`config.mk`:
```
export PLATFORM = sky130hd
export DESIGN_NAME = eth_frame_tx
export DESIGN_NICKNAME = d
export VERILOG_FILES = /design/src/rtl/eth_frame_tx.sv
export SDC_FILE = /design/constraint.sdc
export NUM_CORES = 1
export LEC_CHECK = 0
export ABC_AREA = 0
export CORE_ASPECT_RATIO = 1.5
export CORE_MARGIN = 5
export CORE_UTILIZATION = 46
export CTS_CLUSTER_DIAMETER = 150
export DETAILED_ROUTE_END_ITERATION = 8
export PLACE_DENSITY = 0.66
export SLEW_MARGIN = 5
export SYNTH_ARGS = -nofsm -noshare
export SYNTH_HDL_FRONTEND = slang
export SYNTH_SLANG_ARGS = --single-unit
export TNS_END_PERCENT = 50
```
`constraint.sdc`:
```
create_clock -name clk -period 2.6 [get_ports clk]
set_input_delay 0.78 -clock clk [delete_from_list [all_inputs] [get_ports clk]]
set_output_delay 0.78 -clock clk [all_outputs]
set_load 0.02 [all_outputs]
```
`src/rtl/eth_frame_tx.sv`:
```
`default_nettype none
// ============================================================================
// Module   : eth_frame_tx
// Brief    : Ethernet transmit framer: preamble/SFD, pad, CRC-32 FCS, IFG.
// Revision : 1.0
// ============================================================================
module eth_frame_tx #(
    parameter int MIN_PAYLOAD = 60,
    parameter int IFG_BYTES   = 12
) (
    input  logic       clk,
    input  logic       rst,
    input  logic [7:0] s_tdata,
    input  logic       s_tvalid,
    output logic       s_tready,
    input  logic       s_tlast,
    output logic [7:0] gmii_txd,
    output logic       gmii_tx_en,
    output logic       gmii_tx_er,
    output logic       frame_done,
    output logic       underrun
);

    localparam logic [15:0] C_MIN      = 16'(MIN_PAYLOAD);
    localparam logic [15:0] C_IFG_LAST = 16'(IFG_BYTES - 1);
    localparam logic [31:0] C_CRC_INIT = 32'hFFFF_FFFF;

    typedef enum logic [2:0] {
        S_IDLE     = 3'd0,
        S_PREAMBLE = 3'd1,
        S_PAYLOAD  = 3'd2,
        S_PAD      = 3'd3,
        S_FCS      = 3'd4,
        S_DRAIN    = 3'd5,
        S_IFG      = 3'd6
    } state_t;

    state_t      r_state, w_state_nxt;
    logic [31:0] r_crc, w_crc_nxt;
    logic [15:0] r_count, w_count_nxt, w_count_inc;
    logic [15:0] r_step, w_step_nxt;
    logic [31:0] w_fcs;
    logic [7:0]  w_fcs_byte;
    logic [7:0]  w_txd_nxt;
    logic        w_en_nxt, w_er_nxt, w_done_nxt, w_under_nxt;

    // Reflected CRC-32, one byte per call, LSB first.
    function automatic logic [31:0] crc_byte(input logic [31:0] crc, input logic [7:0] data);
        logic [31:0] c;
        c = crc ^ {24'h0, data};
        for (int i = 0; i < 8; i++) begin
            c = c[0] ? ((c >> 1) ^ 32'hEDB8_8320) : (c >> 1);
        end
        return c;
    endfunction

    assign s_tready    = (r_state == S_PAYLOAD) || (r_state == S_DRAIN);
    assign w_count_inc = (r_count == 16'hFFFF) ? r_count : r_count + 16'd1;
    assign w_fcs       = ~r_crc;

    always_comb begin
        case (r_step[1:0])
            2'd0:    w_fcs_byte = w_fcs[7:0];
            2'd1:    w_fcs_byte = w_fcs[15:8];
            2'd2:    w_fcs_byte = w_fcs[23:16];
            default: w_fcs_byte = w_fcs[31:24];
        endcase
    end

    always_comb begin
        w_state_nxt = r_state;
        w_crc_nxt   = r_crc;
        w_count_nxt = r_count;
        w_step_nxt  = r_step;
        w_txd_nxt   = 8'h00;
        w_en_nxt    = 1'b0;
        w_er_nxt    = 1'b0;
        w_done_nxt  = 1'b0;
        w_under_nxt = 1'b0;
        case (r_state)
            S_IDLE: begin
                if (s_tvalid) begin
                    w_state_nxt = S_PREAMBLE;
                    w_crc_nxt   = C_CRC_INIT;
                    w_count_nxt = 16'd0;
                    w_step_nxt  = 16'd0;
                end
            end
            S_PREAMBLE: begin
                w_en_nxt  = 1'b1;
                w_txd_nxt = (r_step == 16'd7) ? 8'hD5 : 8'h55;
                if (r_step == 16'd7) begin
                    w_state_nxt = S_PAYLOAD;
                    w_step_nxt  = 16'd0;
                end else begin
                    w_step_nxt = r_step + 16'd1;
                end
            end
            S_PAYLOAD: begin
                w_en_nxt = 1'b1;
                if (s_tvalid) begin
                    w_txd_nxt   = s_tdata;
                    w_crc_nxt   = crc_byte(r_crc, s_tdata);
                    w_count_nxt = w_count_inc;
                    if (s_tlast) begin
                        w_state_nxt = (w_count_inc < C_MIN) ? S_PAD : S_FCS;
                        w_step_nxt  = 16'd0;
                    end
                end else begin
                    w_er_nxt    = 1'b1;
                    w_under_nxt = 1'b1;
                    w_state_nxt = S_DRAIN;
                end
            end
            S_PAD: begin
                w_en_nxt    = 1'b1;
                w_crc_nxt   = crc_byte(r_crc, 8'h00);
                w_count_nxt = w_count_inc;
                if (w_count_inc >= C_MIN) begin
                    w_state_nxt = S_FCS;
                    w_step_nxt  = 16'd0;
                end
            end
            S_FCS: begin
                w_en_nxt  = 1'b1;
                w_txd_nxt = w_fcs_byte;
                if (r_step == 16'd3) begin
                    w_done_nxt  = 1'b1;
                    w_state_nxt = S_IFG;
                    w_step_nxt  = 16'd0;
                end else begin
                    w_step_nxt = r_step + 16'd1;
                end
            end
            S_DRAIN: begin
                if (s_tvalid && s_tlast) begin
                    w_state_nxt = S_IFG;
                    w_step_nxt  = 16'd0;
                end
            end
            S_IFG: begin
                // The last gap cycle doubles as the idle cycle, so a pending
                // frame starts without stretching the gap past IFG_BYTES.
                if (r_step == C_IFG_LAST) begin
                    w_step_nxt = 16'd0;
                    if (s_tvalid) begin
                        w_state_nxt = S_PREAMBLE;
                        w_crc_nxt   = C_CRC_INIT;
                        w_count_nxt = 16'd0;
                    end else begin
                        w_state_nxt = S_IDLE;
                    end
                end else begin
                    w_step_nxt = r_step + 16'd1;
                end
            end
            default: w_state_nxt = S_IDLE;
        endcase
    end

    always_ff @(posedge clk) begin
        if (rst) begin
            r_state    <= S_IDLE;
            r_crc      <= C_CRC_INIT;
            r_count    <= 16'd0;
            r_step     <= 16'd0;
            gmii_txd   <= 8'h00;
            gmii_tx_en <= 1'b0;
            gmii_tx_er <= 1'b0;
            frame_done <= 1'b0;
            underrun   <= 1'b0;
        end else begin
            r_state    <= w_state_nxt;
            r_crc      <= w_crc_nxt;
            r_count    <= w_count_nxt;
            r_step     <= w_step_nxt;
            gmii_txd   <= w_txd_nxt;
            gmii_tx_en <= w_en_nxt;
            gmii_tx_er <= w_er_nxt;
            frame_done <= w_done_nxt;
            underrun   <= w_under_nxt;
        end
    end

endmodule
`default_nettype wire
```
Word-level counts from Yosys, hierarchy flattened
Index checks and enable logic that the tools add are counted.
Widths: inputs -> output; s select.
{ "totals": {"in_bits": 12, "output_inout_bits": 13, "mem_count": 0, "ramBits": 0, "mem_bits_ro": 0, "reg_bits": 78, "elab_cells": 117, "latchBits": 0} }
{ "classes": {"n_shift": 0, "div_mod_pow": 0, "multipliers": 0, "n_addsub": 2, "reduce_logical": 12, "bitwise_logic": 20, "eq_ne": 21, "n_lt_le_gt_ge": 2, "muxes": 52} }
{ "op_table": {"columns": ["op", "n"], "rows": [
  ["$mux 32", 19],
  ["$not 13->14", 16],
  ["$mux 16", 12],
  ["$pmux 32 s4", 1],
  ["$pmux 16 s7", 1],
  ["$pmux 16 s4", 1],
  ["$pmux 8 s3", 2],
  ["$add 16x1->16 const B", 2],
  ["$not 32->32", 1],
  ["$xor 32x8->32", 1],
  ["$mux 3", 9],
  ["$pmux 3 s7", 1],
  ["$eq 16x16->1 const B", 1],
  ["$eq 16x2->1 const B", 1],
  ["$eq 16x3->1 const B", 1],
  ["$eq 16x4->1 const B", 1],
  ["$ge 16x6->1 const B", 1],
  ["$lt 16x6->1 const B", 1],
  ["$mux 8", 2],
  ["$ne 2x2->1 const B", 7],
  ["$eq 3x3->1 const B", 3],
  ["$reduce_and 7->1", 1],
  ["$reduce_bool 7->1", 1],
  ["$eq 3x2->1 const B", 2],
  ["other kinds (16)", 21]
]} }

Depth between registers and ports, before layout
{ "depth": {"ltp_word": 19, "ltp_mapped": 11, "depth_no_buf": 9} }

Worst setup path after synthesis
Ideal clock, no wire load.
{ "synth_timing": {"path_kind": "reg2reg", "start": "register r_count[4]", "end": "register r_step[10]", "t_required_ps": 2512, "n_path_buf": 1, "path_stages_with_launch": 10, "slack_ps": -28, "setup_ps": 88, "arrival_time_ps": 2539, "synth_period_minus_slack_ps": 2628, "cell_sequence": "dfxtp_1 > nand4_1 > nor3_1 > and3_1 > xor2_1 > or4_4 > nor4_4 > o21ai_2 > buf_6 > a311oi_2"} }
{ "synth_via": {"elab_chain_cells": 5, "elab_cells_between_ends": 6, "classes_between": "1 x add/sub; 1 x order compare; 2 x eq/ne; 1 x mux; 1 x reduce/logical"} }
{ "synth_lines": {"columns": ["item", "line", "rtl"], "rows": [
  ["start: declaration", "40", "logic [15:0] r_count, w_count_nxt, w_count_inc;"],
  ["start signal: assignment", "175", "r_count <= w_count_nxt;"],
  ["$add 16x1->16 / $eq 16x16->1 (equally long branches)", "58", "assign w_count_inc = (r_count == 16'hFFFF) ? r_count : r_count + 16'd1;"],
  ["$mux 16 *", "58", null],
  ["$ge 16x6->1 *", "119", "if (w_count_inc >= C_MIN) begin"],
  ["$ne 2x2->1 (no source line) *", null, null],
  ["$reduce_and 6->1 (no source line) *", null, null],
  ["end signal: assignment", "176", "r_step <= w_step_nxt;"],
  ["end: declaration", "41", "logic [15:0] r_step, w_step_nxt;"]
]} }
Every way passes the cells marked *; elsewhere a longest branch is shown, timed or not.
A chain may end at the register's enable or synchronous reset.

Final worst setup path
{ "layout_timing": {"start": "register r_count[3]", "end": "register r_state[2]"} }
{ "layout_via": {"elab_chain_cells": 7, "elab_cells_between_ends": 11, "classes_between": "1 x add/sub; 2 x order compare; 2 x eq/ne; 5 x mux; 1 x reduce/logical"} }
{ "layout_lines": {"columns": ["item", "line", "rtl"], "rows": [
  ["$add 16x1->16 / $eq 16x16->1 (equally long branches)", "58", null],
  ["$mux 16 *", "58", null],
  ["$lt 16x6->1", "106", "w_state_nxt = (w_count_inc < C_MIN) ? S_PAD : S_FCS;"],
  ["$mux 3", "106", null],
  ["$mux 3", "105", "if (s_tlast) begin"],
  ["$mux 3", "101", "if (s_tvalid) begin"],
  ["$pmux 3 s7", "80", "case (r_state)"],
  ["end signal: assignment", "173", "r_state <= w_state_nxt;"],
  ["end: declaration", "38", "state_t r_state, w_state_nxt;"]
]} }
Every way passes the cells marked *; elsewhere a longest branch is shown, timed or not. The select of a mux whose other input is x is not followed.

==> impl_results.rst <==
.. list-table::
   :header-rows: 1

   * - Metric
     - Value
   * - Compound-cell area share of the yosys netlist
     - 0.224
   * - Starting utilization of the core area
     - 0.469
   * - Wire per inst
     - 19.5 µm
   * - Nets@finish
     - between 800 and 900
   * - Internal power contribution
     - 0.00410 W
   * - Failing checks
     - setup timing
   * - Via count normalized by instance count
     - 5.96
   * - Routed via count
     - around 5,700
   * - Fraction of layout cells with a size suffix above 1
     - 0.242
   * - Clock transition at the registers of the reported paths
     - around 60 ps
   * - Synthesized-area fraction occupied by and/or/nand/nor cells
     - 0.208
   * - Number of failing hold endpoints at the final stage
     - 0
   * - Cells after DPL
     - between 900 and 1,000
   * - First-pass GRT wire length
     - ~29,000 µm
   * - Clk Tree Root Cell
     - sky130_fd_sc_hd__clkbuf_16
   * - DRT Pass-1 Iters
     - 5
   * - Rows
     - 49
   * - Die Span Y
     - 146 µm
   * - Slew of the pin with the lowest slew margin
     - between 1000 and 1500 ps
   * - Proportion of synthesized flip-flops having asynchronous set or reset
     - 0
   * - Post-synthesis share of cell area spent on xor and xnor gates
     - 0.217
   * - Net switching power of the design
     - 0.00294 W
   * - Source-to-sink clock delay at the later pin of the worst-skew pair
     - approximately 340 ps
   * - Unrepaired setup endpoints after global routing
     - true
   * - Leading cell types by total area after synthesis
     - sky130_fd_sc_hd__dfxtp_1, sky130_fd_sc_hd__xnor2_1, sky130_fd_sc_hd__xor2_1
   * - Ys Warns
     - 0
   * - Max Clock Skew
     - between 7 and 8 ps
   * - Antenna Nets Post-Route
     - 0
   * - Remaining global-route overflow
     - 0
   * - Fraction of synthesized area in multiplexers
     - 0.00910
   * - Type of the worst min-delay path
     - register to register
   * - Clock tree from TritonCTS
     - done
   * - Signed area change from the synthesized netlist to the final layout
     - 28.8%
   * - Max-slew violation total from the final report
     - 0
   * - Category of the worst setup path capture point
     - register
   * - Sw Share
     - 0.418
   * - Final setup TNS
     - -16.4 ps
   * - Detailed-route wire length
     - around 18,000 µm
   * - Total number of clock tree sinks
     - between 70 and 80
   * - Final weighted congestion of routability-driven global placement
     - slightly above 1
   * - Clk buf depth
     - 2
   * - Area enclosed by the die boundary
     - 14,600 µm²
   * - Leading register cell type out of synthesis
     - sky130_fd_sc_hd__dfxtp_1
   * - Max Fanout on Critical Path
     - 5
   * - Largest family of logic cells by synthesized area
     - compound AO/OA/AOI/OAI gates
   * - Number of filler cells placed in the layout
     - 1,086
   * - Top cell type by total area after synthesis
     - sky130_fd_sc_hd__dfxtp_1
   * - Multi-input gate area
     - ~4000 µm²
   * - Static leakage power
     - roughly 2.6 nW
   * - Area of the core region
     - approximately 12,000 µm²
   * - Area fraction of the dominant cell type after synthesis
     - 0.277
   * - Result of the run
     - complete, but fails checks
   * - Cell count after synthesis
     - ~710
   * - Sequential share of power
     - 0.214
   * - Synth Area in Adders
     - 0.0111
   * - Synthesized area per cell
     - around 8 µm²
   * - Die width
     - between 100 and 150 µm
   * - Peak ir drop on the vdd network
     - about 0.37 mV
   * - Via count of the first global-routing pass
     - roughly 5,600
   * - Antenna Cells
     - 0
   * - GRT Resource Usage Total
     - 0.250
   * - DP HPWL
     - 13,400 µm
   * - Relative slew slack
     - 0.261
   * - Register area share after synthesis
     - 0.277
   * - Critical path class
     - register to register
   * - Power Density
     - about 970 nW/µm²
   * - Buffers added on ports
     - 24
   * - Maximum clock rate
     - ~0.38 GHz
   * - Post-synthesis instance area
     - about 5600 µm²
   * - Critical path data required time
     - about 2900 ps
   * - Total DRC errors in the routed layout
     - 0
   * - Proportion of power drawn by combinational gates
     - 0.576
   * - Worst-case setup margin in the final layout
     - -16.4 ps
   * - Part of the cycle the worst path needs
     - 1.01
   * - Maximum level of the CTS H-tree
     - 3
   * - Count of boundary I/O pins
     - 25
   * - Arrival time at the worst endpoint
     - between 2000 and 3000 ps
   * - Clk network pwr share
     - 0.210
   * - Startpoint Class
     - register
   * - Sequential Area
     - roughly 1600 µm²
   * - Number of buffers inserted during clock tree synthesis
     - 9
   * - Number of antenna violations at the first check in global routing
     - 0
   * - Iteration-0 DRC count of the detailed router
     - around 320
   * - Number of max-cap violations
     - 0
   * - Post-Syn Nets
     - around 720
   * - Number of synthesized flops with an enable pin
     - 0
   * - Netlist cell types
     - 70
   * - Maximum number of pins on one net before global-route repair
     - 67
   * - Number of cells in the finished layout apart from fillers
     - 951
   * - Setup violators final
     - 1
   * - Number of storage elements in the synthesis netlist
     - between 70 and 80
   * - Clock period minus final worst setup slack
     - about 2600 ps
-- metrics by stage --
| step | hold WS, ps | utilization | total power [W] | worst slack [ps] | instance area (µm²) |
|---|---|---|---|---|---|
| final | 530 | 0.604 | 0.00704 | -16.4 | 7260 |
| after floorplan | 449 | - | 0.00410 | -22.4 | 5690 |
| after global routing | 546 | 0.604 | 0.00745 | -126 | 7260 |
| after CTS | 522 | 0.590 | 0.00695 | -50.9 | 7090 |
| after global placement | 480 | 0.558 | 0.00538 | -316 | 6700 |
| after detailed placement | 490 | 0.558 | 0.00543 | -391 | 6700 |
-- cell families (layout without fill, tap and decap cells) --
group / Yosys count / count (layout)
AND/OR/NAND/NOR: 231 / 231
AO/OA/AOI/OAI: 180 / 181
XOR/XNOR: 134 / 134
flip-flops: 78 / 78
buffers and inverters: 73 / 164
adder cells (fa/ha/maj): 5 / 5
multiplexers: 5 / 5
-- power by group through the flow --
| stage | Sequential, W | Clock (W) | Combinational [W] |
|---|---|---|---|
| finish | 0.00151 | 0.00148 | 0.00405 |
| global route | 0.00152 | 0.00155 | 0.00437 |
| floorplan | 0.00147 | 0 | 0.00262 |
| detailed placement | 0.00152 | 0 | 0.00391 |
| CTS | 0.00150 | 0.00149 | 0.00396 |
| global placement | 0.00152 | 0 | 0.00386 |
-- worst max-delay path, stage by stage, from the launching register on --
cell and delay [ps]:
sky130_fd_sc_hd__dfxtp_2 370, sky130_fd_sc_hd__nand4_1 250, sky130_fd_sc_hd__or4_4 640, sky130_fd_sc_hd__nand4_1 130, sky130_fd_sc_hd__o211a_1 160, sky130_fd_sc_hd__a221o_1 210
sky130_fd_sc_hd__nor4_4 80, sky130_fd_sc_hd__buf_4 170, sky130_fd_sc_hd__a2111o_1 420, sky130_fd_sc_hd__a21oi_2 130
-- cell usage in the layout (no fill, tap or decap), types with 7 or more instances in the layout --
cell	n
sky130_fd_sc_hd__a311oi_2	10
sky130_fd_sc_hd__o22ai_1	20
sky130_fd_sc_hd__nand3_1	17
sky130_fd_sc_hd__xnor2_2	10
sky130_fd_sc_hd__nor2_1	47
sky130_fd_sc_hd__xor2_1	36
sky130_fd_sc_hd__a211oi_1	8
sky130_fd_sc_hd__inv_1	12
sky130_fd_sc_hd__nand2b_1	16
sky130_fd_sc_hd__clkbuf_16	9
sky130_fd_sc_hd__o21ai_0	22
sky130_fd_sc_hd__a21oi_1	46
sky130_fd_sc_hd__dfxtp_1	71
sky130_fd_sc_hd__buf_4	109
sky130_fd_sc_hd__xnor2_1	86
sky130_fd_sc_hd__nor2b_1	16
sky130_fd_sc_hd__clkdlybuf4s50_1	21
sky130_fd_sc_hd__a31oi_1	7
sky130_fd_sc_hd__nor3_1	30
sky130_fd_sc_hd__o21bai_1	11
sky130_fd_sc_hd__nand4_1	11
sky130_fd_sc_hd__and2_1	7
sky130_fd_sc_hd__nand2_1	51
-- area by class of cell --
type	instances	share of cell area
Multi-Input combinational cell	556	0.549
Sequential cell	78	0.217
Timing Repair Buffer	136	0.154
Clock buffer	12	0.0339
Tap cell	153	0.0264
Clock inverter	4	0.0131
Inverter	12	0.00620
-- sequential cells by signal, indices dropped and copies added, names as in the netlist --
| name | count |
|---|---|
| underrun | 1 |
| r_count | 16 |
| frame_done | 1 |
| gmii_txd | 8 |
| gmii_tx_en | 1 |
| r_crc | 32 |
| r_step | 16 |
| r_state | 3 |
-- synthesized netlist by cell type (3+ instances only) --
master                     number
sky130_fd_sc_hd__xnor2_1       94
sky130_fd_sc_hd__dfxtp_1       78
sky130_fd_sc_hd__nand2_1       52
sky130_fd_sc_hd__a21oi_1       48
sky130_fd_sc_hd__nor2_1        48
sky130_fd_sc_hd__clkbuf_1      43
sky130_fd_sc_hd__xor2_1        36
sky130_fd_sc_hd__nor3_1        32
sky130_fd_sc_hd__o21ai_0       23
sky130_fd_sc_hd__o22ai_1       20
sky130_fd_sc_hd__nand3_1       19
sky130_fd_sc_hd__nor2b_1       17
sky130_fd_sc_hd__nand2b_1      16
sky130_fd_sc_hd__inv_1         12
sky130_fd_sc_hd__buf_2         11
sky130_fd_sc_hd__nand4_1       11
sky130_fd_sc_hd__o21bai_1      11
sky130_fd_sc_hd__a211oi_1      10
sky130_fd_sc_hd__a31oi_1        8
sky130_fd_sc_hd__and2_1         7
sky130_fd_sc_hd__and3_1         7
sky130_fd_sc_hd__a311oi_2       6
sky130_fd_sc_hd__o31ai_1        6
sky130_fd_sc_hd__a311oi_1       5
sky130_fd_sc_hd__a41oi_1        5
sky130_fd_sc_hd__ha_1           5
sky130_fd_sc_hd__nor4_1         5
sky130_fd_sc_hd__o32a_1         5
sky130_fd_sc_hd__a221oi_1       4
sky130_fd_sc_hd__mux2i_1        4
sky130_fd_sc_hd__a21o_1         3
sky130_fd_sc_hd__buf_1          3
sky130_fd_sc_hd__buf_4          3
sky130_fd_sc_hd__o211ai_1       3
sky130_fd_sc_hd__or2_2          3
-- routing by layer --
layer	GRT usage	routed length, µm	part of all wire
met1	0.276	6920	0.37
met4	0.179	1450	0.078
met3	0.0379	821	0.044
met5	0	0	0
met2	0.426	9320	0.50
-- final timing paths --
kind,start,to,slack [ps],cells after the start
setup reg to reg,r_count[3]$_SDFFE_PP0P_,r_state[2]$_SDFFE_PP0P_,-20,9
hold / removal,r_step[15]$_SDFFE_PP0P_,r_step[15]$_SDFFE_PP0P_,530,1
hold reg to reg,r_step[15]$_SDFFE_PP0P_,r_step[15]$_SDFFE_PP0P_,530,1
setup / recovery,r_count[3]$_SDFFE_PP0P_,r_state[2]$_SDFFE_PP0P_,-20,9
-- what timing repair did --
action | CTS | global route
buffers inserted | 1 | 5
pin swaps | 7 | 15
hold buffers | 0 | 0
endpoints found under the setup margin | 24 | 33
gates cloned | 0 | 1
gates resized for setup | 8 | 23
Power figures use the tool's default switching activity.
